===== src/rtl/fetch_decode.sv =====
// Instruction fetch and decode front end.
// Fetches one byte per instruction from a simple req/ack memory, registers the
// decoded fields at the ack edge and holds them for the executor until consumed.
//
// state | meaning
// ------+-----------------------------------------------------------------
// IDLE  | one-cycle gap after reset or redirect, no fetch request
// FETCH | imem_req high with imem_addr = pc, waiting for imem_ack
// ISSUE | decoded instruction presented (dec_valid=1), waiting for !stall
// HALT  | halt opcode consumed, waiting for a redirect
module fetch_decode #(
  parameter logic [7:0] RESET_PC = 8'h00
) (
  input  logic       clk,
  input  logic       reset,
  output logic       imem_req,
  output logic [7:0] imem_addr,
  input  logic       imem_ack,
  input  logic [7:0] imem_data,
  input  logic       stall,
  input  logic       redirect_valid,
  input  logic [7:0] redirect_pc,
  output logic       dec_valid,
  output logic [4:0] opcode,
  output logic [2:0] imm,
  output logic [2:0] register,
  output logic       is_alu_op,
  output logic       is_mem_op,
  output logic       mem_rw,
  output logic [7:0] pc_out
);

  typedef enum logic [1:0] {
    IDLE  = 2'd0,
    FETCH = 2'd1,
    ISSUE = 2'd2,
    HALT  = 2'd3
  } state_t;

  localparam logic [4:0] OP_HALT = 5'b11111;

  state_t     state_q, state_d;
  logic [7:0] pc_q, pc_d;
  logic       dec_valid_q, dec_valid_d;
  logic       load_dec;

  logic [4:0] opcode_q;
  logic [2:0] imm_q;
  logic [2:0] register_q;
  logic       is_alu_op_q;
  logic       is_mem_op_q;
  logic       mem_rw_q;
  logic [7:0] pc_out_q;

  // Control state, program counter and issue flag.
  always_ff @(posedge clk or negedge reset) begin
    if (!reset) begin
      state_q     <= IDLE;
      pc_q        <= RESET_PC;
      dec_valid_q <= 1'b0;
    end else begin
      state_q     <= state_d;
      pc_q        <= pc_d;
      dec_valid_q <= dec_valid_d;
    end
  end

  // Next-state logic; a redirect overrides whatever the current state would do.
  always_comb begin
    state_d     = state_q;
    pc_d        = pc_q;
    dec_valid_d = dec_valid_q;
    load_dec    = 1'b0;
    if (redirect_valid) begin
      state_d     = IDLE;
      pc_d        = redirect_pc;
      dec_valid_d = 1'b0;
    end else begin
      case (state_q)
        IDLE: state_d = FETCH;
        FETCH: begin
          if (imem_ack) begin
            load_dec    = 1'b1;
            dec_valid_d = 1'b1;
            pc_d        = pc_q + 8'd1;
            state_d     = ISSUE;
          end
        end
        ISSUE: begin
          if (!stall) begin
            dec_valid_d = 1'b0;
            state_d     = (opcode_q == OP_HALT) ? HALT : FETCH;
          end
        end
        HALT:    state_d = HALT;
        default: state_d = IDLE;
      endcase
    end
  end

  // Decoded fields only move at an accepted ack; redirects leave them alone.
  always_ff @(posedge clk or negedge reset) begin
    if (!reset) begin
      opcode_q    <= 5'd0;
      imm_q       <= 3'd0;
      register_q  <= 3'd0;
      is_alu_op_q <= 1'b0;
      is_mem_op_q <= 1'b0;
      mem_rw_q    <= 1'b0;
      pc_out_q    <= 8'd0;
    end else if (load_dec) begin
      opcode_q    <= imem_data[7:3];
      imm_q       <= imem_data[2:0];
      register_q  <= imem_data[2:0];
      is_alu_op_q <= (imem_data[7:6] == 2'b00);
      is_mem_op_q <= (imem_data[7:6] == 2'b01);
      mem_rw_q    <= (imem_data[7:6] == 2'b01) & imem_data[3];
      pc_out_q    <= pc_q;
    end
  end

  assign imem_req  = (state_q == FETCH);
  assign imem_addr = pc_q;
  assign dec_valid = dec_valid_q;
  assign opcode    = opcode_q;
  assign imm       = imm_q;
  assign register  = register_q;
  assign is_alu_op = is_alu_op_q;
  assign is_mem_op = is_mem_op_q;
  assign mem_rw    = mem_rw_q;
  assign pc_out    = pc_out_q;

endmodule

===== config.mk =====
export PLATFORM = sky130hd
export DESIGN_NAME = fetch_decode
export DESIGN_NICKNAME = d
export VERILOG_FILES = /design/src/rtl/fetch_decode.sv
export SDC_FILE = /design/constraint.sdc
export NUM_CORES = 1
export LEC_CHECK = 0
export ABC_AREA = 1
export CORE_MARGIN = 5
export CORE_UTILIZATION = 40
export CTS_CLUSTER_SIZE = 16
export DETAILED_ROUTE_END_ITERATION = 10
export HOLD_SLACK_MARGIN = 0.15
export PLACE_DENSITY = 0.75
export SLEW_MARGIN = 20
export SYNTH_ARGS = -nofsm -noshare
export SYNTH_HDL_FRONTEND = slang
export SYNTH_SLANG_ARGS = --single-unit

===== constraint.sdc =====
create_clock -name clk -period 2.05 [get_ports clk]
set_clock_uncertainty 0.2 [all_clocks]
set_input_delay 0.205 -clock clk [delete_from_list [all_inputs] [get_ports clk]]
set_output_delay 0.205 -clock clk [all_outputs]
set_load 0.01 [all_outputs]

==> results of run 1 <==
## where the power goes
part	leakage [uW]	switching, uW	internal, uW	total, uW
logic	0.000540	245	333	577
registers	0.000376	94.3	710	804
clock network	0.0000343	209	165	374
total	0.000951	548	1210	1750
## kinds of logic (layout without fill, tap and decap cells)
| logic type | count (synthesis) | count (layout) | share of synthesized area, % |
|---|---|---|---|
| XOR/XNOR | 1 | 1 | 0.623 |
| buffers and inverters | 23 | 80 | 8.82 |
| flip-flops | 30 | 30 | 53.4 |
| AO/OA/AOI/OAI | 22 | 22 | 9.17 |
| adder cells (fa/ha/maj) | 1 | 1 | 0.890 |
| AND/OR/NAND/NOR | 92 | 92 | 27.1 |
## cells in the mapped netlist
| library cell | instances |
|---|---|
| buf_6 | 3 |
| dfrtp_1 | 30 |
| nand3_2 | 1 |
| nand3_1 | 13 |
| a31oi_1 | 1 |
| nand2_1 | 68 |
| nor2_1 | 7 |
| xnor2_1 | 1 |
| nor2_4 | 1 |
| clkbuf_1 | 1 |
| o21ai_0 | 15 |
| o211ai_1 | 2 |
| a21oi_1 | 1 |
| buf_4 | 4 |
| inv_1 | 13 |
| or2_2 | 1 |
| o211ai_2 | 1 |
| o31ai_1 | 1 |
| ha_1 | 1 |
| nand4_1 | 1 |
| inv_2 | 2 |
| o21a_1 | 1 |
## cell type report
type                       instances  area [um2]  share of cell area [%]
inverter                          15        56.3                    2.79
clock buffer                       6        51.3                    2.54
timing repair buffer              57         561                    27.8
clock inverter                     2        12.5                   0.620
sequential                        30         751                    37.2
tap                               46        57.6                    2.85
multi-input combinational        116         531                    26.3
## timing repair
| action | 4_1_cts | 5_1_grt |
|---|---|---|
| endpoints found under the hold margin | 30 | 0 |
| setup endpoints to repair | 0 | 0 |
| gates resized for setup | 0 | 0 |
| hold buffers | 1 | 0 |
## worst min-delay path by stage
stage,start,to,slack (ns)
floorplan,reset,dec_valid,-0.29
global placement,pc_out[1],pc_out[1],0.27
detailed placement,pc_out[5],pc_out[5],0.28
CTS,imem_data[4],opcode[1],0.20
global route,imem_data[2],register[2],0.20
finish,imem_data[4],opcode[1],0.21
## state kept, by name (all words and copies together), names as in the netlist
signal     cells
dec_valid      1
imem_addr      8
is_alu_op      1
is_mem_op      1
mem_rw         1
opcode         5
pc_out         8
register       3
state_q        2
## worst max-delay path: cells and delay by family, from the launching register on
kind / cells / cell delay [ns]
buffers and inverters: 1 / 0.55
flip-flops: 1 / 0.46
AND/OR/NAND/NOR: 1 / 0.17
## layer usage
metal | GRT usage (%) | share of wire [%] | routed length [um]
met1 | 19.9 | 51 | 1650
met2 | 21.3 | 42 | 1340
met3 | 4.06 | 5.8 | 188
met4 | 5.21 | 1.2 | 39
met5 | 0 | 0 | 0
## metrics by stage
stage | cell area, um2 | util, % | std cells | power [uW]
global placement | 1950 | 57.8 | 263 | 1390
floorplan | 1410 | - | 169 | 1050
CTS | 2020 | 60.0 | 272 | 1770
finish | 2020 | 60.0 | 272 | 1750
detailed placement | 1950 | 57.8 | 263 | 1400
global route | 2020 | 60.0 | 272 | 1870
==> metrics, run 1 <==
status=complete, no violations; setup tns final=0 ns; Die ar.=4800 um2; critical path endpoint=imem_req; WL/cell=11.8 um; drt via density=4.62; Hold WS=0.208 ns; fill count=337; Max Cap Viol=0; Slew HR=75.4%; ant diodes=0; r2r startpoint=state_q[1]; global placement routability congestion=0.812; Root Driver=clkbuf_4; YS warnings=0; Pwr per Cell Area=869 nW/um2; Boundary Pins=53; Final nets=247; critical path's largest stage delay=0.55 ns; Static Leakage=0.000951 uW; R2R depth=5; RSZ-0062 raised after global routing=no; fin crit share=92.8%; vias in the first global route=1202; initial antenna violation count=0; final wirelength=3220 um; Num Clock Sinks=30; Seq/Total Area, Yosys=53.4%; CP Launch Type=flop; CTS tree=yes; Buffers on Ports=52; First DRT Iteration DRCs=76; Net Count, Synth=191; area delta synth->final=43.7%; share of cells above drive strength 1=7.96%; core outline area=3360 um2; top cells by area, synth=dfrtp_1 (53%), nand2_1 (18%), o21ai_0 (5.3%); worst vdd rail ir drop=449 uV; commonest non-fill, non-tap cell in the layout=nand2_1; crit path from=state_q[1]; first-pass GRT wire length=5640 um; CP Cell Sequence=nor2_4, clkdlybuf4s50_1; HPWL Detailed=2450 um; Mapped Area=1410 um2; slack of the critical path=0.148 ns; fmax=526 MHz; chip width=69.3 um; Req. time, crit path=1.64 ns; Critical Path Fanout Max=5; # setup viols final=0; GRT Util Overall=14.4%; DRC errors left=0; Cells after Synth=169; Synth area leader=dfrtp_1; Hold Path Stages=3; post-CTS setup buffer count=0; flops & latches, synth=30; reg2reg end=mem_rw; CP Capture Type=primary output; worst skew pair latency=0.32 ns; FP Rows=21; CP max stage cell=clkdlybuf4s50_1; grt total ovfl=0; critical path class=flop to primary output; Worst Hold Class=input pin to flop; FF-to-FF setup slack=0.56 ns; Avg Cell Area, Syn=8.31 um2; top cell type's share of synthesized area=53.4%; Final Max Slew Viols=0; Netlist cell types=22; Period minus WS final=1.90 ns; via count=1256; clock-pin slew on the worst setup and hold paths=0.10 ns; slew of the pin with the lowest slew margin=0.369 ns; Initial Utilization=41.8%; Max Root-Sink Buffers=2; commonest cells after routing, fill and taps aside=nand2_1 (68), clkdlybuf4s50_1 (52), dfrtp_1 (30), o21ai_0 (15); pre-CTS setup slack=0.403 ns; largest net degree at the start of global routing=31; DR pass1 iterations=4; antenna-violating nets left=0; H-Tree Depth=2; TritonCTS Buffers=5; final hold violations=0; Die H=69.3 um; crit path DAT=1.50 ns
(Power assumes the default switching activity.)
==> run 2, diff against run 1 <==
==> constraint.sdc (replaced) <==
create_clock -name clk -period 2 [get_ports clk]
set_clock_uncertainty 0.2 [all_clocks]
set_input_delay 0.2 -clock clk [delete_from_list [all_inputs] [get_ports clk]]
set_output_delay 0.2 -clock clk [all_outputs]
set_load 0.01 [all_outputs]
==> results of run 2 <==
Same layout as run 1 (identical final DEF). Status: complete, no violations.
Among the figures that moved: setup slack after placement 0.403 ns -> 0.358 ns; setup slack after layout 0.148 ns -> 0.103 ns; hold slack 0.208 ns -> 0.203 ns; register-to-register setup slack 0.56 ns -> 0.51 ns; total power 1750 uW -> 1800 uW; worst IR drop on VDD 449 uV -> 460 uV
